--- src/rtl/muldiv_iter_if.sv ---
// -----------------------------------------------------------------------------
// muldiv_iter_if
//   Request/response bundle for the iterative multiply/divide unit.
//   master : the EXE-stage issuer (drives request and control, reads result)
//   slave  : the muldiv_iter unit
// Signals:
//   start, op_mul, is_signed, a, b : operation request, sampled in IDLE
//   annul                          : abandon the current operation
//   hold                           : consumer stalled, keep result presented
//   busy, ready, hi, lo            : status and HI/LO result pair
//   div_by_zero                    : presented result came from a divide by 0
// -----------------------------------------------------------------------------
interface muldiv_iter_if #(
  parameter int WIDTH = 32
);
  logic             start;
  logic             op_mul;
  logic             is_signed;
  logic [WIDTH-1:0] a;
  logic [WIDTH-1:0] b;
  logic             annul;
  logic             hold;
  logic             busy;
  logic             ready;
  logic [WIDTH-1:0] hi;
  logic [WIDTH-1:0] lo;
  logic             div_by_zero;

  modport master (
    output start, op_mul, is_signed, a, b, annul, hold,
    input  busy, ready, hi, lo, div_by_zero
  );

  modport slave (
    input  start, op_mul, is_signed, a, b, annul, hold,
    output busy, ready, hi, lo, div_by_zero
  );
endinterface

--- src/rtl/muldiv_iter.sv ---
// -----------------------------------------------------------------------------
// muldiv_iter
//   Iterative signed/unsigned multiply and divide sharing one shift datapath.
//   One result bit per cycle; results are returned as a HI/LO pair.
//   Divide   : restoring, on operand magnitudes; lo = quotient, hi = remainder.
//   Multiply : shift-add, on operand magnitudes; {hi,lo} = product.
//   Signs are applied once, on the CALC -> DONE transition.
// Ports:
//   clk  : clock
//   rst  : synchronous active-high reset
//   bus  : muldiv_iter_if slave modport (request, control, result)
// -----------------------------------------------------------------------------
module muldiv_iter #(
  parameter int WIDTH = 32
) (
  input  logic          clk,
  input  logic          rst,
  muldiv_iter_if.slave  bus
);

  localparam int              CNT_W = $clog2(WIDTH);
  localparam logic [CNT_W-1:0] LAST = CNT_W'(WIDTH - 1);

  typedef enum logic [1:0] {
    S_IDLE,
    S_CALC,
    S_DONE
  } state_e;

  state_e           state_q;
  logic [CNT_W-1:0] cnt_q;
  logic             op_mul_q;
  logic             sa_q;
  logic             sb_q;
  // mag_q holds |b| for divide (divisor) and |a| for multiply (addend);
  // acc_lo_q holds the dividend/quotient or the multiplier/product-low bits.
  logic [WIDTH-1:0] mag_q;
  logic [WIDTH-1:0] acc_hi_q;
  logic [WIDTH-1:0] acc_lo_q;
  logic             busy_q;
  logic             ready_q;
  logic             dbz_q;
  logic [WIDTH-1:0] hi_q;
  logic [WIDTH-1:0] lo_q;

  // Operand capture helpers
  logic             a_neg;
  logic             b_neg;
  logic [WIDTH-1:0] a_mag;
  logic [WIDTH-1:0] b_mag;

  // One datapath step and the sign-fixed final result
  logic [WIDTH:0]     shifted;
  logic [WIDTH:0]     trial;
  logic [WIDTH:0]     sum;
  logic [WIDTH-1:0]   step_hi_d;
  logic [WIDTH-1:0]   step_lo_d;
  logic [2*WIDTH-1:0] prod;
  logic [WIDTH-1:0]   res_hi_d;
  logic [WIDTH-1:0]   res_lo_d;

  // NOTE: every signal driven here gets a default first so no path leaves it
  // unassigned; otherwise synthesis infers a latch.
  always_comb begin
    a_neg     = bus.is_signed & bus.a[WIDTH-1];
    b_neg     = bus.is_signed & bus.b[WIDTH-1];
    a_mag     = a_neg ? -bus.a : bus.a;
    b_mag     = b_neg ? -bus.b : bus.b;

    shifted   = '0;
    trial     = '0;
    sum       = '0;
    step_hi_d = acc_hi_q;
    step_lo_d = acc_lo_q;

    if (op_mul_q) begin
      // Add the multiplicand into the upper half (with carry), then shift
      // the whole accumulator right so the next multiplier bit lands in bit 0.
      sum       = acc_lo_q[0] ? ({1'b0, acc_hi_q} + {1'b0, mag_q})
                              : {1'b0, acc_hi_q};
      step_hi_d = sum[WIDTH:1];
      step_lo_d = {sum[0], acc_lo_q[WIDTH-1:1]};
    end else begin
      // Shift {rem,quo} left and trial-subtract the divisor from the upper
      // WIDTH+1 bits; a clear borrow means the quotient bit is 1.
      shifted = {acc_hi_q, acc_lo_q[WIDTH-1]};
      trial   = shifted - {1'b0, mag_q};
      if (!trial[WIDTH]) begin
        step_hi_d = trial[WIDTH-1:0];
        step_lo_d = {acc_lo_q[WIDTH-2:0], 1'b1};
      end else begin
        step_hi_d = shifted[WIDTH-1:0];
        step_lo_d = {acc_lo_q[WIDTH-2:0], 1'b0};
      end
    end

    prod = {step_hi_d, step_lo_d};
    if (op_mul_q) begin
      if (sa_q ^ sb_q) prod = -prod;
      res_hi_d = prod[2*WIDTH-1:WIDTH];
      res_lo_d = prod[WIDTH-1:0];
    end else begin
      // Remainder follows the dividend's sign; MIN / -1 wraps back to MIN.
      res_lo_d = (sa_q ^ sb_q) ? -step_lo_d : step_lo_d;
      res_hi_d = sa_q ? -step_hi_d : step_hi_d;
    end
  end

  // NOTE: state registers use non-blocking assignments so every register in
  // this block samples the pre-edge values, independent of statement order.
  always_ff @(posedge clk) begin
    if (rst) begin
      state_q  <= S_IDLE;
      cnt_q    <= '0;
      op_mul_q <= 1'b0;
      sa_q     <= 1'b0;
      sb_q     <= 1'b0;
      mag_q    <= '0;
      acc_hi_q <= '0;
      acc_lo_q <= '0;
      busy_q   <= 1'b0;
      ready_q  <= 1'b0;
      dbz_q    <= 1'b0;
      hi_q     <= '0;
      lo_q     <= '0;
    end else if (bus.annul) begin
      // Annul wins over a coincident start or completion; hi/lo keep value.
      state_q <= S_IDLE;
      busy_q  <= 1'b0;
      ready_q <= 1'b0;
      dbz_q   <= 1'b0;
    end else begin
      unique case (state_q)
        S_IDLE: begin
          if (bus.start) begin
            op_mul_q <= bus.op_mul;
            sa_q     <= a_neg;
            sb_q     <= b_neg;
            cnt_q    <= '0;
            busy_q   <= 1'b1;
            dbz_q    <= 1'b0;
            if (!bus.op_mul && (bus.b == '0)) begin
              // Divide by zero resolves at once with the fixed result.
              state_q <= S_DONE;
              ready_q <= 1'b1;
              dbz_q   <= 1'b1;
              hi_q    <= bus.a;
              lo_q    <= '1;
            end else begin
              state_q  <= S_CALC;
              acc_hi_q <= '0;
              acc_lo_q <= bus.op_mul ? b_mag : a_mag;
              mag_q    <= bus.op_mul ? a_mag : b_mag;
            end
          end
        end
        S_CALC: begin
          acc_hi_q <= step_hi_d;
          acc_lo_q <= step_lo_d;
          cnt_q    <= cnt_q + CNT_W'(1);
          if (cnt_q == LAST) begin
            state_q <= S_DONE;
            ready_q <= 1'b1;
            hi_q    <= res_hi_d;
            lo_q    <= res_lo_d;
          end
        end
        S_DONE: begin
          if (!bus.hold) begin
            state_q <= S_IDLE;
            busy_q  <= 1'b0;
            ready_q <= 1'b0;
          end
        end
        default: state_q <= S_IDLE;
      endcase
    end
  end

  assign bus.busy        = busy_q;
  assign bus.ready       = ready_q;
  assign bus.hi          = hi_q;
  assign bus.lo          = lo_q;
  assign bus.div_by_zero = dbz_q;

endmodule
--- src/flat_wrapper.sv ---
// flat-port wrapper written by rule: the top's interface ports become plain ports
module muldiv_iter_flat 
#(
  parameter int WIDTH = 32
)
  (clk, rst, bus_start, bus_op_mul, bus_is_signed, bus_a, bus_b, bus_annul, bus_hold, bus_busy, bus_ready, bus_hi, bus_lo, bus_div_by_zero);
  muldiv_iter_if #(.WIDTH(WIDTH)) bus_i ();
  input  logic clk;
  input  logic rst;
  input wire logic [$bits(bus_i.start)-1:0] bus_start;
  input wire logic [$bits(bus_i.op_mul)-1:0] bus_op_mul;
  input wire logic [$bits(bus_i.is_signed)-1:0] bus_is_signed;
  input wire logic [$bits(bus_i.a)-1:0] bus_a;
  input wire logic [$bits(bus_i.b)-1:0] bus_b;
  input wire logic [$bits(bus_i.annul)-1:0] bus_annul;
  input wire logic [$bits(bus_i.hold)-1:0] bus_hold;
  output wire logic [$bits(bus_i.busy)-1:0] bus_busy;
  output wire logic [$bits(bus_i.ready)-1:0] bus_ready;
  output wire logic [$bits(bus_i.hi)-1:0] bus_hi;
  output wire logic [$bits(bus_i.lo)-1:0] bus_lo;
  output wire logic [$bits(bus_i.div_by_zero)-1:0] bus_div_by_zero;
  assign bus_i.start = bus_start;
  assign bus_i.op_mul = bus_op_mul;
  assign bus_i.is_signed = bus_is_signed;
  assign bus_i.a = bus_a;
  assign bus_i.b = bus_b;
  assign bus_i.annul = bus_annul;
  assign bus_i.hold = bus_hold;
  assign bus_busy = bus_i.busy;
  assign bus_ready = bus_i.ready;
  assign bus_hi = bus_i.hi;
  assign bus_lo = bus_i.lo;
  assign bus_div_by_zero = bus_i.div_by_zero;
  muldiv_iter #(.WIDTH(WIDTH)) u_core (.clk(clk), .rst(rst), .bus(bus_i));
endmodule
--- config.mk ---
export PLATFORM = sky130hd
export DESIGN_NAME = muldiv_iter_flat
export DESIGN_NICKNAME = d
export VERILOG_FILES = /design/src/rtl/muldiv_iter_if.sv /design/src/rtl/muldiv_iter.sv /design/src/flat_wrapper.sv
export SDC_FILE = /design/constraint.sdc
export NUM_CORES = 1
export LEC_CHECK = 0
export ABC_AREA = 1
export BUFFER_PORTS_ARGS = -buffer_cell sky130_fd_sc_hd__buf_2
export CAP_MARGIN = 20
export CORE_MARGIN = 3
export CORE_UTILIZATION = 35
export DETAILED_ROUTE_END_ITERATION = 10
export SYNTH_ARGS = -nofsm -noshare
export SYNTH_HDL_FRONTEND = slang
export SYNTH_SLANG_ARGS = --single-unit
--- constraint.sdc ---
create_clock -name clk -period 4.7 [get_ports clk]
set_input_delay 0.705 -clock clk [delete_from_list [all_inputs] [get_ports clk]]
set_output_delay 0.705 -clock clk [all_outputs]
set_load 0.02 [all_outputs]
* After elaboration in Yosys (flattened, before gate mapping)
Cells that the tools add are included.
** Operators by class
- Add/subtract/negate cells :: 8
- Eq/ne operators :: 8
- Muxes and demuxes :: 43
- Bitwise logic cells :: 5
- Reduce and logical (&&, ||, !) cells :: 17
** Operators with widths (count)
- $mux W32 :: 21
- $pmux W32 S2 :: 4
- $neg A32 Y32 :: 4
- $mux W64 :: 1
- $neg A64 Y64 :: 1
- $add A32 B32 Y33 :: 1
- $mux W33 :: 1
- $sub A33 B32 Y33 :: 1
- $logic_not A32 Y1 :: 1
- $reduce_and A3 Y1 :: 4
- $pmux W5 S2 :: 1
- $reduce_and A5 Y1 :: 2
- $mux W2 :: 4
- $reduce_and A4 Y1 :: 2
- $mux W1 :: 7
- $ne A2 B2 Y1 const B :: 3
- $pmux W2 S3 :: 1
- $add A5 B1 Y5 const B :: 1
- $eq A5 B5 Y1 const B :: 1
- $mux W5 :: 1
- $ne A2 B1 Y1 const B :: 2
- $reduce_bool A2 Y1 :: 2
- $pmux W1 S3 :: 1
- $reduce_bool A3 Y1 :: 1
- 11 further kinds :: 13
** Word-level totals
- Flip-flop bits (word level) :: 173
- Input port bits :: 71
- Output and inout bits :: 67
- Logic and storage cells :: 94

* Depth between registers and ports, before layout
- Word-level depth :: 8
- Mapped depth :: 35
- Depth with buffers taken out :: 35

* Least setup slack after synthesis
No wires, ideal clock.
- Path type :: reg-to-reg
- Start :: reg u_core.acc_lo_q[31]
- End :: reg u_core.hi_q[20] (netlist: u_core.bus.hi[20])
- Library setup time :: 0.134 ns
- Arrival :: 3.693 ns
- Data required time :: 4.566 ns
- Slack :: 0.874 ns
- Stages on the path, launching flop included :: 35
- Path buffers :: 0
- Period minus slack after synthesis :: 3.826 ns
- Cell sequence :: dfxtp_1 inv_1 ha_1 fa_1 inv_1 nand2_1 nand2_1 nand3_1 nand2_2 nand2_2 nand2_2 nand2_4 nand2_4 nand2_4 nand3_2 nand2_2 inv_1 ha_1 inv_1 nor2_1 nand4_1 nor2_1 nand2_1 nor3b_2 nand2_1 nor2_1 nand2_1 nand2_1 nand2_1 a21oi_1 nand2_1 nand3_1 nand2_1 o21ai_1 a21oi_1
** Between the ends
- Word-level cells in the longest chain between the ends :: 8
- Elaborated cells on any way between the ends :: 12
- Classes of those cells :: 3 x add/sub; 9 x mux
** RTL lines
- from (decl) :: line muldiv_iter.sv:39 : logic [WIDTH-1:0] acc_lo_q;
- from (signal assigned) :: line muldiv_iter.sv:152 : acc_lo_q <= bus.op_mul ? b_mag : a_mag;
- from (signal assigned) :: line muldiv_iter.sv:159 : acc_lo_q <= step_lo_d;
- $sub A33 B32 Y33 :: line muldiv_iter.sv:87 : trial = shifted - {1'b0, mag_q};
- $mux W1 or $mux W32 (tied branches) :: line muldiv_iter.sv:88 : if (!trial[WIDTH]) begin
- $mux W32 :: line muldiv_iter.sv:76 : if (op_mul_q) begin
- $neg A64 Y64 or $neg A32 Y32 (tied branches) :: line muldiv_iter.sv:99, muldiv_iter.sv:105
- $mux W64 or $mux W32 (tied branches) :: line muldiv_iter.sv:99, muldiv_iter.sv:105
- $mux W32 * :: line muldiv_iter.sv:98 : if (op_mul_q) begin
- $mux W32 * :: line muldiv_iter.sv:161 : if (cnt_q == LAST) begin
- $pmux W32 S2 * :: line muldiv_iter.sv:133 : unique case (state_q)
- to (signal assigned) :: line muldiv_iter.sv:147 : hi_q <= bus.a;
- to (signal assigned) :: line muldiv_iter.sv:164 : hi_q <= res_hi_d;
- to (decl) :: line muldiv_iter.sv:43 : logic [WIDTH-1:0] hi_q;
Mark *: on every way between the ends. The rest lies on a longest branch, timed or not. The select of a mux whose other input is x is not followed.
A chain may end at the register's enable or synchronous reset.

* Final worst setup path
- Start :: reg u_core.acc_lo_q[31]
- End :: reg u_core.hi_q[22] (netlist: u_core.bus.hi[22])
Same word-level chain as after synthesis.

==> results.py <==
metrics = {
    "run_status": {
        "outcome": "completed",
    },
    "place": {
        "dp_hpwl_um": 64200,
        "gp_congestion": 1.06,
        "dpl_cell_area_um2": 19600,
        "placedCellCount": 3991,
        "io_buffer_count": 137,
        "pre_cts_slack_ns": 0.162,
    },
    "sta": {
        "drv_slew": 0,
        "hold_violations": 0,
        "worst_slack_ns": 0.323,
        "worst-slew-pin-transition_ns": 0.885,
        "setup_viol": 0,
        "fin_skew_ns": 0.0228,
        "final.period_utilization_pct": 93.1,
        "min_period_ns": 4.38,
        "max_freq_ghz": 0.228,
        "max-slew-margin-rel_pct": 41.0,
    },
    "drt": {
        "wl_per_cell_um": 19.8,
        "route.detailed.drc": 0,
        "firstDrtPassIters": 7,
        "ant_nets": 0,
        "vias_per_cell": 5.31,
        "drt_iter0_markers": 2503,
        "wl_um": 79800,
        "routed-via-count": 21400,
    },
    "synthesis": {
        "synth.largest_area_cell": "nand2_1",
        "syn_area_um2": 17900,
        "synth_nets": 3363,
        "syn-instance-count": 3220,
        "synth_top_cell_area_share_pct": 21.9,
        "ys_ff_latch": 173,
        "synth_common_cells": "nand2_1, inv_1, nor2_1",
        "synthArstFlopShare_pct": 0,
        "ys_top_cells_by_area": "nand2_1, dfxtp_1, inv_1, a21oi_1, nor2_1",
        "synth_warnings": 0,
        "synth_edf_count": 0,
        "synth.most_common_cell": "nand2_1",
        "synth_flop_cell": "dfxtp_1",
        "avgSynthCellArea_um2": 5.56,
        "synth_cell_type_count": 59,
        "seq_area_frac_synth_pct": 19.3,
    },
    "power": {
        "ir_drop_mv": 0.229,
        "power.density_nw_per_um2": 248,
        "p_leak_uw": 0.0105,
    },
    "global_routing": {
        "grt-ovfl-total": 0,
        "grt_pass1_wl_um": 118000,
        "antenna_found_initial": 3,
        "grt_pass1_vias": 19200,
        "grt_max_degree": 73,
        "gr-usage-all-layers_pct": 29.1,
    },
    "critical_path": {
        "crit_type": "reg2reg",
        "path_buf_inv": 4,
        "cp.required_ns": 5.06,
        "end_kind": "flip-flop",
        "worstPathArrival_ns": 4.73,
        "cpPeakStageDelay_ns": 0.39,
        "start_kind": "flip-flop",
        "crit_slowest_cell": "fa_2",
        "cp_max_fo": 4,
        "critPathTopFamily": "simple AND/OR/NAND/NOR gates",
    },
    "layout": {
        "area_delta_synth_final_pct": 12.9,
        "diodes": 0,
        "final_nets": 3486,
        "final_cell_area_um2": 20200,
        "drive_gt1_share_pct": 11.0,
        "fin_cells": 4028,
        "fin_util_pct": 40.2,
    },
    "floorplanning": {
        "boundaryPins": 138,
        "initial_utilization_pct": 35.6,
        "die-area_um2": 53900,
        "coreArea_um2": 50400,
        "die_h_um": 232,
        "rows": 82,
        "die_w_um": 232,
    },
    "clocking": {
        "cts_buffer_depth": 2,
        "clkTransAtPathRegs_ns": 0.08,
        "cts_root_buf": "clkbuf_16",
        "worstSkewPairLatency_ns": 0.51,
        "cts_sinks": 173,
        "ctsHoldBuffers": 0,
        "cts_buffers": 17,
        "htreeDepth": 4,
        "cts_tree": "built",
    },
    "hold_path": {
        "hold_path_class": "in2reg",
    },
    "job": {
        "max-cap-violations": 0,
    },
}
## repair_timing
item | in CTS | in global routing
gates resized for setup | 0 | 15
setup buffers | 0 | 5
endpoints found under the setup margin | 0 | 16
## cell families after synthesis
family / after synthesis / share of synthesized area (%)
xor+xnor: 106 / 5.18
buf+inv: 606 / 13.2
simple gates: 1679 / 38.9
fa+ha+maj: 72 / 5.11
compound gates: 583 / 18.2
mux: 1 / 0.0559
flops: 173 / 19.3
## state kept, by name, summed over array words and instances (netlist names), 2 cells and up
signal and count:
u_core.state_q 2, u_core.cnt_q 5, u_core.acc_hi_q 32, u_core.bus.lo 32, u_core.mag_q 32, u_core.acc_lo_q 32
u_core.bus.hi 32
## where the power goes
group / internal (µW) / switching, µW / total (µW)
sequential: 1530 / 48.2 / 1580
clock: 708 / 762 / 1470
combinational: 584 / 1380 / 1970
total: 2820 / 2190 / 5020
## layer usage
metal / up-vias / track usage [%] / share of wire [%]
met5: - / 0 / 0.035
li1: 10500 / - / -
met4: 4 / 12.4 / 4.8
met3: 175 / 6.02 / 9.8
met1: 9671 / 40.2 / 43
met2: 1008 / 43.7 / 42
## through the flow
stage	hold WS, ns	total power, µW	setup TNS, ns
2_1_floorplan	0.435	2870	0
3_3_place_gp	0.452	3500	0
3_5_place_dp	0.452	3500	0
4_1_cts	0.421	4970	0
5_1_grt	0.452	5290	-0.00347
6_report	0.457	5020	0
## placed cells by master (no fill, tap or decap), types with 37 or more instances in the layout
cell / Yosys / final
buf_4: 4 / 89
nand3_1: 203 / 203
ha_1: 70 / 70
o21ai_0: 176 / 176
dfxtp_1: 173 / 172
buf_2: 19 / 136
o211ai_1: 37 / 37
a21oi_1: 269 / 266
nor3_1: 38 / 38
xor2_1: 74 / 74
inv_1: 466 / 461
nor2_1: 285 / 279
nand2_1: 1044 / 1041
## worst reg2reg max path, delay by kind of cell (launching register included)
family	cells	cell delay, ns
and+or+nand+nor	24	2.45
adders and majority gates	3	0.79
AOI/OAI and AO/OA	3	0.37
DFF	1	0.34
buffers and inverters	4	0.32
## final timing paths
path / start / end / slack [ns] / cells past startpoint
setup reg to reg: u_core.acc_lo_q[31] / u_core.bus.hi[22] / 0.32 / 34
setup / recovery: u_core.acc_lo_q[31] / u_core.bus.hi[22] / 0.32 / 34
hold / removal: bus_start / u_core.bus.div_by_zero / 0.46 / 2
hold reg to reg: u_core.bus.ready / u_core.bus.ready / 0.46 / 2
## layout make-up
cell class,instances,area (µm²)
timing repair buffer,226,1370
clock inverter,14,148
tap,672,841
inverter,484,1820
clock buffer,18,429
multi-input combinational,2441,12200
fill,5662,30100
sequential,173,3460
No activity file was read; power rests on OpenSTA's default activity.
